`config.mk`:
```
export PLATFORM = sky130hd
export DESIGN_NAME = sdram_frame_wr_arbiter
export DESIGN_NICKNAME = d
export VERILOG_FILES = /design/src/rtl/sdram_frame_wr_arbiter.sv
export SDC_FILE = /design/constraint.sdc
export NUM_CORES = 1
export LEC_CHECK = 0
export BUFFER_PORTS_ARGS = -buffer_cell sky130_fd_sc_hd__buf_2
export CORE_MARGIN = 2
export CORE_UTILIZATION = 46
export DETAILED_ROUTE_END_ITERATION = 8
export PLACE_DENSITY = 0.76
export SYNTH_ARGS = -nofsm -noshare
export SYNTH_HDL_FRONTEND = slang
export SYNTH_SLANG_ARGS = --single-unit
```
`constraint.sdc`:
```
create_clock -name clk -period 2.3 [get_ports clk]
set_input_delay 0.115 -clock clk [delete_from_list [all_inputs] [get_ports clk]]
set_output_delay 0.115 -clock clk [all_outputs]
set_load 0.01 [all_outputs]
```
`src/rtl/sdram_frame_wr_arbiter.sv`:
```
// sdram_frame_wr_arbiter
// Shares the SDRAM controller sys-side write port between two frame-writing
// requesters. Ownership is granted per frame and alternates round-robin when
// both requesters want the port. The owning requester gets a frame-start
// sys_load pulse, and its pixels are written to linear addresses starting at
// BASE_ADDR.
// Optional build macro: WR_TIMEOUT_EN adds an idle-write watchdog. It ends a
// frame with abort after TIMEOUT_CYCLES consecutive ACTIVE cycles without an
// accepted write.
module sdram_frame_wr_arbiter #(
  parameter int unsigned H_DISP         = 640,
  parameter int unsigned V_DISP         = 480,
  parameter logic [31:0] BASE_ADDR      = 32'h0,
  parameter int unsigned TIMEOUT_CYCLES = 4096
) (
  input  logic        clk,
  input  logic        rst_n,
  input  logic        sys_vaild,
  input  logic        req0,
  input  logic        req1,
  input  logic        we0,
  input  logic        we1,
  input  logic [23:0] data0,
  input  logic [23:0] data1,
  output logic        gnt0,
  output logic        gnt1,
  output logic        done0,
  output logic        done1,
  output logic        abort,
  output logic        sys_load,
  output logic        sys_we,
  output logic [23:0] sys_data,
  output logic [31:0] sys_addr
);

  localparam int unsigned FRAME_PIXELS = H_DISP * V_DISP;
  localparam logic [23:0] LAST_PIX     = 24'(FRAME_PIXELS - 1);

  typedef enum logic [1:0] {
    IDLE   = 2'd0,
    LOAD   = 2'd1,
    ACTIVE = 2'd2,
    DONE   = 2'd3
  } state_t;

  state_t      state_q, state_d;
  logic        sel_q, sel_d;
  logic        last_grant_q, last_grant_d;
  logic        abort_q, abort_d;
  logic [23:0] pix_cnt_q, pix_cnt_d;
  logic        sys_we_q, sys_we_d;
  logic [23:0] sys_data_q, sys_data_d;
  logic [31:0] sys_addr_q, sys_addr_d;

  logic        owner_active;
  logic        sel_we;
  logic        sel_req;
  logic [23:0] sel_data;
  logic        accept;
  logic        timeout_hit;

  // Route the selected requester's signals; the other requester's strobes are ignored
  always_comb begin
    sel_we   = sel_q ? we1   : we0;
    sel_req  = sel_q ? req1  : req0;
    sel_data = sel_q ? data1 : data0;
    accept   = (state_q == ACTIVE) && sel_we && sys_vaild;
  end

`ifdef WR_TIMEOUT_EN
  localparam int unsigned IDLE_W = (TIMEOUT_CYCLES > 1) ? $clog2(TIMEOUT_CYCLES + 1) : 1;

  logic [IDLE_W-1:0] idle_cnt_q, idle_cnt_d;

  // Count consecutive ACTIVE cycles without an accepted write; the last allowed one trips the watchdog
  always_comb begin
    idle_cnt_d  = idle_cnt_q;
    timeout_hit = 1'b0;
    if (state_q == LOAD) begin
      idle_cnt_d = '0;
    end else if (state_q == ACTIVE) begin
      if (accept) begin
        idle_cnt_d = '0;
      end else begin
        idle_cnt_d  = idle_cnt_q + 1'b1;
        timeout_hit = (idle_cnt_q == IDLE_W'(TIMEOUT_CYCLES - 1));
      end
    end
  end

  // Watchdog counter register
  always_ff @(posedge clk or negedge rst_n) begin
    if (!rst_n) begin
      idle_cnt_q <= '0;
    end else begin
      idle_cnt_q <= idle_cnt_d;
    end
  end
`else
  assign timeout_hit = 1'b0;
`endif

  // Next-state logic: arbitration in IDLE, counter clear in LOAD, write capture and frame end in ACTIVE
  always_comb begin
    state_d      = state_q;
    sel_d        = sel_q;
    last_grant_d = last_grant_q;
    abort_d      = abort_q;
    pix_cnt_d    = pix_cnt_q;
    sys_we_d     = 1'b0;
    sys_data_d   = sys_data_q;
    sys_addr_d   = sys_addr_q;

    case (state_q)
      IDLE: begin
        if (sys_vaild && (req0 || req1)) begin
          if (req0 && req1) begin
            sel_d = ~last_grant_q;
          end else begin
            sel_d = req1;
          end
          abort_d = 1'b0;
          state_d = LOAD;
        end
      end

      LOAD: begin
        pix_cnt_d = '0;
        state_d   = ACTIVE;
      end

      ACTIVE: begin
        if (accept) begin
          sys_we_d   = 1'b1;
          sys_data_d = sel_data;
          sys_addr_d = BASE_ADDR + {8'h00, pix_cnt_q};
          pix_cnt_d  = pix_cnt_q + 24'd1;
        end
        if (accept && (pix_cnt_q == LAST_PIX)) begin
          abort_d = 1'b0;
          state_d = DONE;
        end else if (!sel_req || timeout_hit) begin
          abort_d = 1'b1;
          state_d = DONE;
        end
      end

      DONE: begin
        last_grant_d = sel_q;
        state_d      = IDLE;
      end

      default: begin
        state_d = IDLE;
      end
    endcase
  end

  // State and datapath registers; last_grant resets to 1 so requester 0 wins first
  always_ff @(posedge clk or negedge rst_n) begin
    if (!rst_n) begin
      state_q      <= IDLE;
      sel_q        <= 1'b0;
      last_grant_q <= 1'b1;
      abort_q      <= 1'b0;
      pix_cnt_q    <= '0;
      sys_we_q     <= 1'b0;
      sys_data_q   <= '0;
      sys_addr_q   <= '0;
    end else begin
      state_q      <= state_d;
      sel_q        <= sel_d;
      last_grant_q <= last_grant_d;
      abort_q      <= abort_d;
      pix_cnt_q    <= pix_cnt_d;
      sys_we_q     <= sys_we_d;
      sys_data_q   <= sys_data_d;
      sys_addr_q   <= sys_addr_d;
    end
  end

  // Decode grants and pulses straight from registered state so they are glitch-free
  always_comb begin
    owner_active = (state_q == LOAD) || (state_q == ACTIVE);
    gnt0         = owner_active && !sel_q;
    gnt1         = owner_active &&  sel_q;
    sys_load     = (state_q == LOAD);
    done0        = (state_q == DONE) && !sel_q;
    done1        = (state_q == DONE) &&  sel_q;
    abort        = (state_q == DONE) && abort_q;
    sys_we       = sys_we_q;
    sys_data     = sys_data_q;
    sys_addr     = sys_addr_q;
  end

endmodule

```
==> flow_summary.yaml, run 1 <==
run_status:
  status: "finished clean"
yosys:
  yosys.area_share.adder_pct: 2.02
  async_flop_share_pct: 100
  synth_xor_area_share_pct: 4.01
  synth_top_area_share_pct: 51.9
  yosysSeqAreaShare_pct: 52.6
  syn_area_per_cell_um2: 9.59
  ys_ff_latch: 78
  ys_types: 45
  synth_mux_area_share_pct: 8.77
  ys_top_cells_by_area: "dfrtp_1 (52%), nand2_1 (12%), mux2i_1 (7.6%)"
  synth_top_area_cell: "dfrtp_1"
  ys.warnings.count: 0
  yosys.area_share.simple_pct: 21.9
  synth_ff_type: "dfrtp_1"
  synth_enable_flop_cells: 0
  synth_top_family_by_area: "simple AND/OR/NAND/NOR gates"
  synth_compound_area_share_pct: 6.31
  syn_inst: 387
  syn_area_mm2: 0.00371
placed_design:
  gp_congestion: 0.885
  dpl-instance-area_mm2: 0.00440
  port_buffers: 109
  dp_hpwl_um: 6110
floorplan:
  rows: 32
  die_w_um: 93.8
  die_h_um: 93.8
  die-area_mm2: 0.00880
  ios: 118
  initial_utilization_pct: 47.8
  core-area_mm2: 0.00777
power_and_ir_drop:
  p_sw_share_pct: 33.9
  p_int_mw: 3.14
  p_per_area_mw_per_mm2: 1010
  share_comb_of_total_power_pct: 37.4
  power_leakage_nw: 2.56
  p_total_mw: 4.76
  pwr-share-seq_pct: 39.0
  p_clk_share_pct: 23.6
  vdd.ir_drop.worst_mv: 0.548
  power.switching_mw: 1.61
global_routing:
  grt_max_degree: 79
  grt_usage_pct: 19.9
  grt_pass1_vias: 2965
  grt_antenna_before_repair: 0
  overflow: 0
  grt_first_pass_wirelength_um: 13800
timing:
  drv_slew: 0
  slew_headroom_pct: 37.3
  fmax_mhz: 456
  clock_skew_ps: 5.15
  setup_viol: 0
  hold_violations: 0
  period_minus_slack_ps: 2190
  fin_crit_sh_pct: 95.4
  worst_slew_pin_slew_ps: 940
cells_and_area:
  area_growth_pct: 26.6
  diodes: 0
  postLayoutCellArea_mm2: 0.00470
  nNetsFinal: 569
  mostFrequentLayoutCell: "nand2_1"
  layout_common_cells: "nand2_1 (114), buf_2 (108), dfrtp_1 (77)"
  drive_gt1_share_pct: 32.6
clocking:
  cts_num_sinks: 78
  h-tree-depth: 3
  cts_tree: "built"
  worstSkewPairLatency_ps: 340
  clock_path_buffers: 2
  cts.clk_slew.worst_paths_ps: 80
  clock-root-buffer: "clkbuf_8"
  numCtsBuffers: 9
detailed_routing:
  dr.pass1.iters: 4
  drt_iter0_markers: 165
  wl_um: 8270
  num_vias: 3030
  routedWlPerCell_um: 13.5
  drc: 0
  postRouteAntennaNets: 0
  vias_per_cell: 4.93
worst_setup_path:
  crit_type: "flip-flop to flip-flop"
  required_ps: 2580
  crit_fanout: 7
  critPathArrivalTime_ps: 2470
  crit_path_end_kind: "flip-flop"
  start_kind: "flip-flop"
run:
  cap_violations: 0
min_path:
  hp-class: "input port to flip-flop"
==> synth_stat cells, types with 3 or more instances <==
library cell and instances:
mux2_2 4, nor3_1 4, xor2_1 11, nor2_1 19, dfrtp_1 77, ha_1 6, and4_1 3, mux2i_1 28
nand2_1 114, and2_1 4, or3_1 3, o21ai_0 31, inv_1 4, nand4_1 4, buf_4 8, nor4_1 4
nand3_1 6, clkbuf_1 13, xnor2_1 6, a21oi_1 5
==> layout make-up <==
type | count | area [um^2]
clock buffers | 11 | 151
clock inverters | 4 | 70.1
well taps | 102 | 128
fillers | 687 | 3070
flip-flops and latches | 78 | 1950
inverters | 5 | 18.8
repair buffers | 129 | 713
multi-input cells | 285 | 1660
==> layer usage <==
metal | GRT usage [%] | wire length [um]
met5 | 0 | 0
met4 | 7.85 | 213
met3 | 4.33 | 375
met2 | 32.3 | 4000
met1 | 26.1 | 3680
==> repair_timing <==
item / in CTS / in global routing
setup endpoints to repair: 1 / 4
hold buffers: 1 / 0
setup buffers: 0 / 5
gates resized for setup: 1 / 8
endpoints found under the hold margin: 77 / 0
pin swaps: 0 / 0
==> worst paths after layout <==
| kind | end | cells past startpoint | slack [ps] | startpoint |
|---|---|---|---|---|
| worst max-delay path | pix_cnt_q[23] | 7 | 110 | state_q[1] |
| worst min-delay path | sel_q | 2 | 20 | req0 |
| worst max register to register | pix_cnt_q[23] | 7 | 110 | state_q[1] |
| worst min register to register | sys_addr[17] | 2 | 470 | sys_addr[17] |
| max in group asynchronous | abort_q | 2 | 1240 | rst_n |
| min in group asynchronous | sys_data[8] | 2 | 460 | rst_n |
==> through the flow <==
stage               hold WS [ps]  instances  utilization [%]  setup TNS, ps  setup WS [ps]
finish                      23.2        614             60.5              0            106
global route                29.6        614             60.5          -17.1          -17.1
CTS                         8.65        609             59.6              0           34.6
detailed placement           327        593             56.6          -34.8          -34.8
global placement             322        593             56.6              0           70.6
floorplan                   -181        394                -              0           31.1
==> registers in the layout, summed over array words and instances (netlist names) <==
name and flops:
sys_addr 24, last_grant_q 1, state_q 2, sys_data 24
sel_q 1, pix_cnt_q 24, abort_q 1, sys_we 1
==> power by group through the flow <==
stage | sequential [mW] | clock (mW) | combinational (mW)
CTS | 1.86 | 1.16 | 1.71
floorplan | 1.99 | 0 | 0.935
finish | 1.86 | 1.12 | 1.78
detailed placement | 1.89 | 0 | 1.70
global route | 1.89 | 1.22 | 1.97
global placement | 1.87 | 0 | 1.65
==> cell families (layout without fill, tap and decap cells) <==
kind of cell / after synthesis / in the layout
and+or+nand+nor: 179 / 179
DFF: 78 / 78
muxes: 32 / 32
adders and majority gates: 6 / 6
xor gates and xnor gates: 17 / 17
other: 1 / 8
buffers and inverters: 31 / 149
AOI/OAI and AO/OA: 43 / 43
==> critical path: stages (launching register included) <==
cell	delay (ps)
dfrtp_1	420
inv_2	90
ha_2	190
or2b_2	320
o21ai_2	70
or4b_4	530
or3_4	390
a21oi_2	130
No activity file was read; power rests on OpenSTA's default activity.
==> run 2: changes to the inputs <==
--- a/config.mk
+++ b/config.mk
@@ -5,11 +5,12 @@
 export SDC_FILE = /design/constraint.sdc
 export NUM_CORES = 1
 export LEC_CHECK = 0
+export ABC_AREA = 1
 export BUFFER_PORTS_ARGS = -buffer_cell sky130_fd_sc_hd__buf_2
 export CORE_MARGIN = 2
-export CORE_UTILIZATION = 46
+export CORE_UTILIZATION = 47
 export DETAILED_ROUTE_END_ITERATION = 8
-export PLACE_DENSITY = 0.76
+export PLACE_DENSITY = 0.77
 export SYNTH_ARGS = -nofsm -noshare
 export SYNTH_HDL_FRONTEND = slang
 export SYNTH_SLANG_ARGS = --single-unit
==> flow_summary.yaml, run 2 <==
run_status:
  status: "finished clean"
min_path:
  hp-class: "input port to flip-flop"
worst_setup_path:
  crit_type: "flip-flop to flip-flop"
  crit_fanout: 26
  cp.buffers_inverters: 4
  timing.rr.end: "sys_data[2]"
  critPathArrivalTime_ps: 2450
  crit_end: "sys_data[2]"
  cpPeakStageDelay_ps: 570
  required_ps: 2610
  r2r_cells: 10
  cp.depth: 10
  regToRegSetupSlack_ps: 160
  startpoint: "state_q[0]"
  crit_path_top_delay_cell: "dlygate4sd3_1"
  start_kind: "flip-flop"
  cp_top_family: "buffers and inverters"
  r2r-start: "state_q[0]"
  crit_path_end_kind: "flip-flop"
  cp_cell_sequence: "inv_2 > ha_2 > nand2_1 > nor2_2 > nand2_4 > inv_4 > buf_12 > nor2_1 > a31oi_1 > dlygate4sd3_1"
clocking:
  cts_num_sinks: 78
  clock-root-buffer: "clkbuf_8"
  numCtsBuffers: 9
  clock_path_buffers: 2
  postCtsSetupBuffers: 0
  worstSkewPairLatency_ps: 370
  cts.clk_slew.worst_paths_ps: 80
  h-tree-depth: 3
  cts_tree: "built"
timing:
  worst_slew_pin_slew_ps: 956
  setup_tns_ps: 0
  rsz0062_at_grt: "false"
  period_minus_slack_ps: 2140
  clock_skew_ps: 11.9
  fmax_mhz: 467
  setup_viol: 0
  hold_violations: 0
  drv_slew: 0
  fin_crit_sh_pct: 93.0
  slew_headroom_pct: 36.2
yosys:
  ys_top_cells_by_area: "dfrtp_1 (49%), nand2_1 (15%), nor2_1 (6.7%)"
  ys.warnings.count: 0
  ys_types: 30
  yosysSeqAreaShare_pct: 49.7
  ys_ff_latch: 78
  async_flop_share_pct: 100
  yosysMostFrequentCell: "nand2_1"
  syn_area_mm2: 0.00393
  yosys-top-cells-count: "nand2_1 (161), dfrtp_1 (77), nor2_1 (70), o21ai_0 (39), inv_1 (37)"
  synth_ff_type: "dfrtp_1"
  synth_top_area_cell: "dfrtp_1"
  synth_top_area_share_pct: 49.0
  synth_enable_flop_cells: 0
  syn_area_per_cell_um2: 7.71
  syn_inst: 510
placed_design:
  port_buffers: 109
  gp_congestion: 0.903
  dp_hpwl_um: 7180
power_and_ir_drop:
  power_leakage_nw: 2.39
  vdd.ir_drop.worst_mv: 0.582
  p_per_area_mw_per_mm2: 978
  p_total_mw: 4.79
detailed_routing:
  routedWlPerCell_um: 13.7
  dr.pass1.iters: 4
  drc: 0
  num_vias: 3806
  drt_iter0_markers: 275
  vias_per_cell: 5.14
  wl_um: 10200
  postRouteAntennaNets: 0
global_routing:
  grt_pass1_vias: 3645
  grt_first_pass_wirelength_um: 16700
  grt_max_degree: 79
  grt_usage_pct: 23.8
  overflow: 0
  grt_antenna_before_repair: 0
cells_and_area:
  mostFrequentLayoutCell: "nand2_1"
  diodes: 0
  nNetsFinal: 691
  drive_gt1_share_pct: 22.8
  layout_common_cells: "nand2_1 (161), buf_2 (108), dfrtp_1 (77)"
  area_growth_pct: 24.6
floorplan:
  die_w_um: 95.5
  die_h_um: 95.5
  initial_utilization_pct: 48.1
  core-area_mm2: 0.00818
  die-area_mm2: 0.00912
  ios: 118
  rows: 33
run:
  cap_violations: 0
-- run 2: cells by family (layout without fill, tap and decap cells) --
family,count (synthesis),count (layout),synth area share [%]
DFF,78,78,49.7
xor gates and xnor gates,3,3,0.668
AOI/OAI and AO/OA,78,78,10.8
adders and majority gates,6,6,1.91
and+or+nand+nor,277,277,29.2
other,1,8,0.0953
buffers and inverters,67,185,7.73
-- run 2: final cells by class --
cell class	instances	area (um^2)
clock buffers	11	141
clock inverters	5	57.6
well taps	105	131
fillers	756	3270
repair buffers	129	761
inverters	40	153
flip-flops and latches	78	1950
multi-input cells	372	1710
-- run 2: how the worst min path moves through the flow --
| stage | start | end | slack, ps | cells after the start |
|---|---|---|---|---|
| after floorplan | rst_n | abort_q | -180 | 0 |
| after global placement | rst_n | sys_addr[19] | 330 | 1 |
| after detailed placement | rst_n | sys_addr[3] | 340 | 1 |
| after CTS | data1[15] | sys_data[15] | 0.3 | 3 |
| after global routing | data0[9] | sys_data[9] | 2 | 3 |
| final | data0[8] | sys_data[8] | 3 | 3 |
-- run 2: where the power goes --
group | total, mW | leakage [nW] | switching (mW) | internal [mW]
combinational | 1.85 | 1.28 | 1.15 | 0.698
sequential | 1.90 | 1.01 | 0.212 | 1.68
clock | 1.04 | 0.104 | 0.512 | 0.533
-- run 2: per-stage QoR --
step | worst slack, ps | area (um^2) | hold WS [ps] | util (%) | cells
floorplan | 701 | 3960 | -181 | - | 517
global placement | 477 | 4540 | 328 | 55.6 | 710
detailed placement | 399 | 4540 | 336 | 55.6 | 710
CTS | 64.4 | 4870 | 0.255 | 59.6 | 739
global route | 39.5 | 4900 | 1.54 | 60.0 | 740
finish | 161 | 4900 | 2.53 | 60.0 | 740
-- run 2: timing repair --
item | CTS | global route
endpoints found under the hold margin | 86 | 0
hold buffers | 13 | 0
setup endpoints to repair | 0 | 3
resized for setup | 0 | 3
-- run 2: worst reg2reg max path, delay by kind of cell, from the launching register on --
kind                     cells  cell delay (ps)
AO/OA/AOI/OAI                1              140
AND/OR/NAND/NOR              4              350
adder cells (fa/ha/maj)      1              190
buffers and inverters        4              970
flip-flops                   1              440
-- run 2: per-layer routing --
layer  vias to the layer above  global-route usage (%)  part of all wire [%]
met4                         0                    9.17                   2.0
met3                        20                    4.03                   7.0
met5                         -                       0                     0
met2                       124                    42.5                    51
li1                       1875                       -                     -
met1                      1787                    28.7                    40
